<file path="config.mk">
export PLATFORM = sky130hd
export DESIGN_NAME = instr_fetch
export DESIGN_NICKNAME = d
export VERILOG_FILES = /design/src/rtl/cpu_pkg.sv /design/src/rtl/sync_fifo.sv /design/src/rtl/instr_fetch.sv
export SDC_FILE = /design/constraint.sdc
export NUM_CORES = 1
export LEC_CHECK = 0
export BUFFER_PORTS_ARGS = -buffer_cell sky130_fd_sc_hd__buf_2
export CORE_UTILIZATION = 51
export CTS_CLUSTER_DIAMETER = 100
export DETAILED_ROUTE_END_ITERATION = 6
export PLACE_DENSITY = 0.83
export SETUP_SLACK_MARGIN = 0.4
export SLEW_MARGIN = 20
export SYNTH_ARGS = -nofsm -noshare
export SYNTH_HDL_FRONTEND = slang
export SYNTH_HIERARCHICAL = 1
export SYNTH_SLANG_ARGS = --single-unit
</file>
<file path="constraint.sdc">
create_clock -name clk -period 4.1 [get_ports clk]
set_clock_uncertainty 0.1 [all_clocks]
set_input_delay 0.615 -clock clk [delete_from_list [all_inputs] [get_ports clk]]
set_output_delay 0.615 -clock clk [all_outputs]
set_load 0.03 [all_outputs]
</file>
<file path="src/rtl/cpu_pkg.sv">
// rtl/cpu_pkg.sv - CPU-wide types shared by fetch and decode
package cpu_pkg;
  localparam int PC_W = 15;

  typedef struct packed {
    logic [PC_W-1:0] pc;
    logic [15:0]     inst;
  } fetch_st;
endpackage

</file>
<file path="src/rtl/sync_fifo.sv">
// rtl/sync_fifo.sv - single-clock FIFO with flush, used for PC tags and the fetch buffer
module sync_fifo #(
  parameter int WIDTH = 8,
  parameter int DEPTH = 2
) (
  input  logic                         clk,
  input  logic                         rst,
  input  logic                         push,
  input  logic [WIDTH-1:0]             push_data,
  input  logic                         pop,
  input  logic                         flush,
  output logic [WIDTH-1:0]             head,
  output logic [$clog2(DEPTH+1)-1:0]   count
);
  localparam int AW = (DEPTH > 1) ? $clog2(DEPTH) : 1;
  localparam int CW = $clog2(DEPTH + 1);

  logic [WIDTH-1:0] mem [DEPTH];
  logic [AW-1:0]    rd_ptr, wr_ptr;
  logic             do_push, do_pop;

  // a push into a full FIFO is only accepted when a pop frees the slot in the same cycle
  assign do_pop  = pop && (count != '0);
  assign do_push = push && ((count != CW'(DEPTH)) || do_pop);
  assign head    = mem[rd_ptr];

  function automatic logic [AW-1:0] ptr_inc(input logic [AW-1:0] p);
    return (p == AW'(DEPTH - 1)) ? '0 : p + AW'(1);
  endfunction

  always_ff @(posedge clk or posedge rst) begin
    if (rst) begin
      rd_ptr <= '0;
      wr_ptr <= '0;
      count  <= '0;
    end else if (flush) begin
      rd_ptr <= '0;
      wr_ptr <= '0;
      count  <= '0;
    end else begin
      if (do_push) wr_ptr <= ptr_inc(wr_ptr);
      if (do_pop)  rd_ptr <= ptr_inc(rd_ptr);
      count <= count + CW'(do_push) - CW'(do_pop);
    end
  end

  always_ff @(posedge clk) begin
    if (do_push && !flush) mem[wr_ptr] <= push_data;
  end
endmodule

</file>
<file path="src/rtl/instr_fetch.sv">
// rtl/instr_fetch.sv - Hack CPU fetch stage: PC, in-order imem requests, fetch buffer, redirect
module instr_fetch
  import cpu_pkg::*;
#(
  parameter int PC_W  = cpu_pkg::PC_W,
  parameter int DEPTH = 2
) (
  input  logic            clk,
  input  logic            rst,
  output logic            imem_req,
  output logic [PC_W-1:0] imem_addr,
  input  logic            imem_gnt,
  input  logic            imem_rvld,
  input  logic [15:0]     imem_rdata,
  output fetch_st         fetched_info,
  output logic            fetched_vld,
  input  logic            fetched_gnt,
  input  logic            invalidate,
  input  logic [PC_W-1:0] redirect_pc
);
  localparam int CW = $clog2(DEPTH + 1);

  typedef enum logic [1:0] {IDLE, RUN, DRAIN} state_t;

  state_t                     state, state_nxt;
  logic [PC_W-1:0]            pc, tag_head;
  logic [CW-1:0]              outstanding, outstanding_nxt, drop_cnt, drop_nxt;
  logic [CW-1:0]              tag_count, buf_count;
  logic [CW:0]                credit_used;
  logic                       grant, rsp_ok, rsp_keep, buf_pop;
  logic [$bits(fetch_st)-1:0] buf_head;
  fetch_st                    buf_in;

  assign grant       = imem_req & imem_gnt;
  assign rsp_ok      = imem_rvld && (outstanding != '0);
  assign rsp_keep    = rsp_ok && (state == RUN) && !invalidate;
  assign fetched_vld = (buf_count != '0);
  assign buf_pop     = fetched_vld & fetched_gnt;

  // the slot freed by this cycle's pop is reusable at once, so k=1 streams at full rate
  assign credit_used = {1'b0, outstanding} + {1'b0, buf_count} - (CW+1)'(buf_pop);
  assign imem_req    = (state == RUN) && !invalidate && (credit_used < (CW+1)'(DEPTH));
  assign imem_addr   = pc;

  assign outstanding_nxt = outstanding + CW'(grant) - CW'(rsp_ok);
  assign buf_in          = '{pc: tag_head, inst: imem_rdata};
  assign fetched_info    = fetched_vld ? fetch_st'(buf_head) : '0;

  always_ff @(posedge clk or posedge rst) begin
    if (rst) begin
      state       <= IDLE;
      pc          <= '0;
      outstanding <= '0;
      drop_cnt    <= '0;
    end else begin
      state       <= state_nxt;
      outstanding <= outstanding_nxt;
      drop_cnt    <= drop_nxt;
      if (invalidate)  pc <= redirect_pc;
      else if (grant)  pc <= pc + PC_W'(1);
    end
  end

  always_comb begin
    state_nxt = state;
    drop_nxt  = drop_cnt;
    if (invalidate) begin
      // everything still owed by memory after this cycle is stale
      drop_nxt  = outstanding_nxt;
      state_nxt = (outstanding_nxt != '0) ? DRAIN : RUN;
    end else begin
      case (state)
        IDLE:    state_nxt = RUN;
        RUN:     state_nxt = RUN;
        DRAIN: begin
          if (rsp_ok) drop_nxt = drop_cnt - CW'(1);
          if (drop_nxt == '0) state_nxt = RUN;
        end
        default: state_nxt = IDLE;
      endcase
    end
  end

  sync_fifo #(.WIDTH(PC_W), .DEPTH(DEPTH)) u_tag_fifo (
    .clk       (clk),
    .rst       (rst),
    .push      (grant),
    .push_data (pc),
    .pop       (rsp_keep),
    .flush     (invalidate),
    .head      (tag_head),
    .count     (tag_count)
  );

  sync_fifo #(.WIDTH($bits(fetch_st)), .DEPTH(DEPTH)) u_out_buf (
    .clk       (clk),
    .rst       (rst),
    .push      (rsp_keep),
    .push_data (buf_in),
    .pop       (buf_pop),
    .flush     (invalidate),
    .head      (buf_head),
    .count     (buf_count)
  );

  a_no_orphan_rsp: assert property (@(posedge clk) disable iff (rst)
    !(imem_rvld && (outstanding == '0)));

  a_tags_track: assert property (@(posedge clk) disable iff (rst)
    (state != RUN) || (tag_count == outstanding));
endmodule
</file>
# Yosys cells after proc, flatten, opt, wreduce, memory -nomap -nowiden
# Memories as Yosys holds them, arrays and structs flattened.
# Cells that the tools add are included.
[totals]
register_bits = 29
latch_bits = 0
ram_bits = 92
mem_bits_ro = 0
inputBits = 37
out_inout_bits = 48
memories = 2
[classes]
n_addsub = 14
n_mul = 0
div = 0
order_cmp = 1
n_eq_ne = 5
shifts = 0
muxes = 30
bitwise_logic = 2
reduce_logical = 27
[memory_table]
columns = ["name", "depth", "width", "read_ports", "rd_clocked_by_memory_dff", "write_ports", "line", "rtl"]
rows = [
  ["u_out_buf.mem", 2, 31, 1, 0, 1, "sync_fifo.sv:18", "logic [WIDTH-1:0] mem [DEPTH];"],
  ["u_tag_fifo.mem", 2, 15, 1, 0, 1, "sync_fifo.sv:18", ""],
]
[ops]
columns = ["operator", "count"]
rows = [
  ["2-to-1 mux 31 bit", 1],
  ["2-to-1 mux 15 bit", 2],
  ["2-to-1 mux 2 bit", 10],
  ["nonzero test 2 bit", 10],
  ["2-to-1 mux 1 bit", 16],
  ["adder 15 x 1 -> 15 bit, second input constant", 1],
  ["logical AND 1 bit", 11],
  ["adder 2 x 1 -> 2 bit", 3],
  ["subtractor 2 x 1 -> 2 bit", 3],
  ["adder 1 bit, second input constant", 4],
  ["zero test 2 bit", 2],
  ["inequality test 2 bit, second input constant", 2],
  ["one-hot mux 2 bit (2 select lines)", 1],
  ["adder 2 x 2 -> 3 bit", 1],
  ["< comparator 3 x 2 -> 1 bit, second input constant", 1],
  ["inequality test 3 bit, second input constant", 1],
  ["subtractor 3 x 1 -> 3 bit", 1],
  ["AND 1 bit", 2],
  ["equality test 2 x 1 -> 1 bit, second input constant", 1],
  ["equality test 2 bit, second input constant", 1],
  ["logical OR 1 bit", 2],
  ["OR reduction 2 bit", 1],
  ["subtractor 2 x 1 -> 2 bit, second input constant", 1],
  ["zero test 1 bit", 1],
]

# Longest topological paths before layout
[depth]
word_depth = 11
mapped_depth = 14
mapped_depth_nobuf = 14

# Modules after synthesis
# Netlist, hierarchy kept.
[by_module_without_submodules]
columns = ["module", "instances", "cells_each", "area_per_inst_um2"]
rows = [
  ["sync_fifo at u_out_buf", 1, 119, 2479.9],
  ["instr_fetch", 1, 185, 1570.3],
  ["sync_fifo at u_tag_fifo", 1, 69, 1322.5],
]

# Worst setup path before layout
# Ideal clock, no wire load.
[synth_path]
path_type = "input to register"
startpoint = "input invalidate"
endpoint = "memory u_out_buf/mem[1][0] (netlist bit), enable pin"
setup_ns = 0.464
t_arrival_ns = 4.106
setup_slack_ns = -0.570
path_stages = 5
path_buffers = 2
cell_sequence = "clkbuf_1 clkbuf_1 nor3_1 o31ai_4 nor3b_1"
[synth_via]
elab_chain_len = 6
[synth_lines]
columns = ["item", "line", "rtl"]
rows = [
  ["from (decl)", "instr_fetch.sv:18", "input logic invalidate,"],
  ["zero test 1 bit", "instr_fetch.sv:36", "assign rsp_keep = rsp_ok && (state == RUN) && !invalidate;"],
  ["logical AND 1 bit", "instr_fetch.sv:36", ""],
  ["net rsp_keep", "instr_fetch.sv:30", "logic grant, rsp_ok, rsp_keep, buf_pop;"],
  ["logical AND 1 bit", "sync_fifo.sv:24", "assign do_push = push && ((count != CW'(DEPTH)) || do_pop);"],
  ["logical AND 1 bit", "sync_fifo.sv:48", "if (do_push && !flush) mem[wr_ptr] <= push_data;"],
  ["2-to-1 mux 1 bit", "sync_fifo.sv:48", ""],
  ["2-to-1 mux 1 bit (implied by the code)", "sync_fifo.sv:48", ""],
  ["to (decl)", "sync_fifo.sv:18", ""],
]
# The timed path passes the listed nets, and every way through them passes these cells.

# Final worst setup path
[layout_path]
startpoint = "register u_out_buf.count[0]"
endpoint = "register state[0]"
[layout_via]
elab_chain_len = 11
[layout_lines]
columns = ["item", "line", "rtl"]
rows = [
  ["from (decl)", "sync_fifo.sv:13", "output logic [$clog2(DEPTH+1)-1:0] count"],
  ["from (signal assigned)", "sync_fifo.sv:43", "count <= count + CW'(do_push) - CW'(do_pop);"],
  ["nonzero test 2 bit", "instr_fetch.sv:37", "assign fetched_vld = (buf_count != '0);"],
  ["AND 1 bit", "instr_fetch.sv:38", "assign buf_pop = fetched_vld & fetched_gnt;"],
  ["net buf_pop", "instr_fetch.sv:30", ""],
  ["subtractor 3 x 1 -> 3 bit", "instr_fetch.sv:41", "assign credit_used = {1'b0, outstanding} + {1'b0, buf_count} - (CW+1)'(buf_pop);"],
  ["< comparator 3 x 2 -> 1 bit", "instr_fetch.sv:42", "assign imem_req = (state == RUN) && !invalidate && (credit_used < (CW+1)'(DEPTH));"],
  ["logical AND 1 bit", "instr_fetch.sv:42", ""],
  ["AND 1 bit", "instr_fetch.sv:34", "assign grant = imem_req & imem_gnt;"],
  ["adder 2 x 1 -> 2 bit", "instr_fetch.sv:45", "assign outstanding_nxt = outstanding + CW'(grant) - CW'(rsp_ok);"],
  ["subtractor 2 x 1 -> 2 bit", "instr_fetch.sv:45", ""],
  ["net outstanding_nxt[1]", "instr_fetch.sv:27", "logic [CW-1:0] outstanding, outstanding_nxt, drop_cnt, drop_nxt;"],
  ["nonzero test 2 bit", "instr_fetch.sv:70", "state_nxt = (outstanding_nxt != '0) ? DRAIN : RUN;"],
  ["2-to-1 mux 2 bit", "instr_fetch.sv:70", ""],
  ["2-to-1 mux 2 bit", "instr_fetch.sv:67", "if (invalidate) begin"],
  ["to (signal assigned)", "instr_fetch.sv:56", "state <= state_nxt;"],
  ["to (decl)", "instr_fetch.sv:25", "state_t state, state_nxt;"],
]
# The timed path passes the listed nets, and every way through them passes these cells.
# A chain may end at the register's enable or synchronous reset.

==> results.ini <==
[worst_setup_path]
endpoint_kind=flip-flop
regToRegStartpoint=u_out_buf/count[0]
rrSetupSlack_ps=560
reg2reg_depth=14
worst-setup-path-type=flip-flop to flip-flop
start_kind=flip-flop
crit_required_ps=4390
r2r-end=state[0]
cp_max_fo=4
arrival_ps=3840
startpoint=u_out_buf/count[0]

[power]
powerDensity_nw_per_um2=546
p_total_mw=3.62
p_sw_frac=0.306
p_switching_mw=1.11
p_clk_frac=0.389
p_seq_frac=0.414
leakage_nw=2.58
peakVddDrop_uv=335
p_comb_frac=0.196
internal_power_mw=2.51

[layout]
fin_nets=520
antenna_cells=0
synthToLayoutAreaGrowth_pct=23.5
final_layout_size_suffix_gt1_frac=0.397

[timing]
timing.final.max_slew_violations=0
max_freq_mhz=282
max_slew.worst_pin.slew_ps=824
setup_viol=0
grt_setup_unrepaired=no
fin_tns_setup_ps=0
finalCritPeriodShare=0.865
period_minus_slack_ps=3540
hold_viol_final=0
relSlewSlack=0.446

[global_route]
track_usage=0.193
grt_pass1_wl_um=16400
antenna_found_initial=0
grt_max_degree=61
grt_pass1_vias=3346
grt-ovfl-total=0

[floorplan]
fp.coreArea_um2=10300
die_h_um=105
dieArea_um2=10900
die_x_um=105
initial_core_util=0.523
rows=37
ioPinCount=85

[synth]
yosys_warnings=6
synth_nets=420
yosysSeqAreaShare=0.649
synthFlopType=edfxtp_1
async_reset_ff_frac=0.240
synth_seq_cells=121
syn_area_um2=5370
synth_edf_count=92
yosysUniqueCellTypes=37
netlist_instances=373
synth.avg_cell_area_um2=14.4

[hold_path]
holdPathEnd=u_out_buf/mem[0][10]
hold_class=input pin to flip-flop
hold_path_depth=1
worstHoldStart=imem_rdata[10]

[place]
place_hpwl_um=6320
gp_congestion=0.808
numPortBuffers=84

[detailed_routing]
wl_um=9980
vias_per_cell=5.27
drc=0
ant_nets=0
dr.pass1.iters=4
wl_per_cell_um=16.0
num_vias=3276
drtIter0Drc=174

[clocking]
cts_sinks=121
worstSkewPairLatency_ps=510
root_buffer=clkbuf_8
cts_buffers=17
h-tree-depth=4
clk_pin_slew_ps=70
cts_tree=done
clockBufferDepth=2

[status]
status=finished, final reports clean

[run]
cap_violations=0

[through the flow]
| stage | util | area, um^2 | worst slack [ps] | instances | hold WS (ps) |
|---|---|---|---|---|---|
| after floorplan | - | 5400 | 359 | 373 | 281 |
| after global placement | 0.585 | 6010 | 412 | 588 | 432 |
| after detailed placement | 0.585 | 6010 | 303 | 588 | 428 |
| after CTS | 0.642 | 6600 | 433 | 621 | 171 |
| after global routing | 0.645 | 6630 | 397 | 622 | 166 |
| final | 0.645 | 6630 | 555 | 622 | 192 |
[logic make-up (layout without fill, tap and decap cells)]
family	after synthesis	in the layout	share of synthesized area
simple gates	111	111	0.119
flops	121	121	0.649
fa+ha+maj	10	10	0.0247
xor+xnor	18	18	0.0307
compound gates	26	26	0.0349
buf+inv	31	144	0.0242
mux	56	56	0.117
[power by group through the flow]
stage	logic (mW)	registers, mW	clock network [mW]
finish	0.711	1.50	1.41
CTS	0.668	1.50	1.43
detailed placement	0.650	1.52	0
global route	0.779	1.51	1.48
floorplan	0.436	1.53	0
global placement	0.622	1.51	0
[synth_stat cells, types with 3 or more instances]
library cell,number,area share
nor2_1,12,0.0084
xnor2_1,15,0.024
edfxtp_1,92,0.51
mux2_2,44,0.092
nor3_1,9,0.0084
ha_1,9,0.021
clkbuf_1,9,0.0063
mux2i_1,8,0.015
nor3b_1,4,0.0056
nand2_1,21,0.015
nand2b_1,3,0.0035
nor4_1,5,0.0058
buf_4,3,0.0042
nand3_1,7,0.0065
nand4_1,3,0.0035
nor2b_1,41,0.048
a22oi_1,3,0.0042
o21ai_0,14,0.013
o21a_1,3,0.0042
inv_1,15,0.010
dfrtp_1,29,0.14
[cell usage in the layout, fill, tap and decap left out, types with 2 or more instances in the layout]
| cell type | count |
|---|---|
| mux2_2 | 44 |
| nand4_1 | 3 |
| xor2_1 | 2 |
| mux2i_1 | 8 |
| dfrtp_2 | 2 |
| clkbuf_16 | 16 |
| clkinvlp_4 | 2 |
| ha_1 | 9 |
| inv_2 | 2 |
| mux2_1 | 2 |
| inv_6 | 10 |
| nor2b_1 | 40 |
| edfxtp_1 | 92 |
| mux2_4 | 2 |
| buf_2 | 83 |
| nor2_1 | 11 |
| a22oi_1 | 3 |
| nand3_1 | 7 |
| buf_4 | 11 |
| nor3b_1 | 2 |
| o21a_1 | 3 |
| inv_1 | 15 |
| nor3_1 | 7 |
| o31ai_4 | 2 |
| dfrtp_1 | 27 |
| xnor2_2 | 3 |
| o21ai_0 | 13 |
| nor4_1 | 5 |
| xnor2_1 | 13 |
| nand2_1 | 21 |
| nand2b_1 | 3 |
| nor4_4 | 2 |
[worst max path at each step]
stage                                       to  slack [ps]  cells after the start
after floorplan           u_tag_fifo/mem[1][0]         360                     10
after global placement                state[0]         410                     14
after detailed placement              state[1]         300                     14
after CTS                             imem_req         430                      9
after global routing                  state[0]         400                     14
final                                 state[0]         560                     14
[worst max-delay path, cell delays in order, from the launching register on]
cell	delay, ps
dfrtp_2	450
nor2_4	160
nor2b_4	70
ha_1	260
nand2b_1	170
fa_2	590
nand4b_2	130
or3_1	370
ha_1	300
inv_1	40
ha_1	200
xnor2_2	150
xnor2_2	220
o21ai_2	90
o31a_1	130
[registers in the layout (all words and copies together), names as in the netlist, 2 cells and up]
name	cells
u_out_buf/mem	62
u_tag_fifo/count	2
imem_addr	15
u_out_buf/count	2
u_tag_fifo/mem	30
drop_cnt	2
state	2
outstanding	2
[layer usage]
layer  vias up  global-route usage  wire length [um]
li1       1559                   -                 -
met1      1590               0.246              4350
met2       115               0.318              4920
met3        12              0.0418               578
met4         0              0.0825               123
met5         -                   0                 0
[final cells by class]
class | count | area (um^2)
Clock buffer | 17 | 414
Clock inverter | 15 | 149
Fill cell | 773 | 3640
Inverter | 17 | 63.8
Multi-Input combinational cell | 221 | 1840
Sequential cell | 121 | 3490
Tap cell | 136 | 170
Timing Repair Buffer | 95 | 508
[what timing repair did]
item                       in CTS  in global routing
gates resized for setup         5                  6
hold buffers                    1                  0
gates cloned                    0                  0
hold endpoints to repair        8                  0
setup endpoints to repair       3                  4
buffers inserted                0                  1
(Power assumes the default switching activity.)
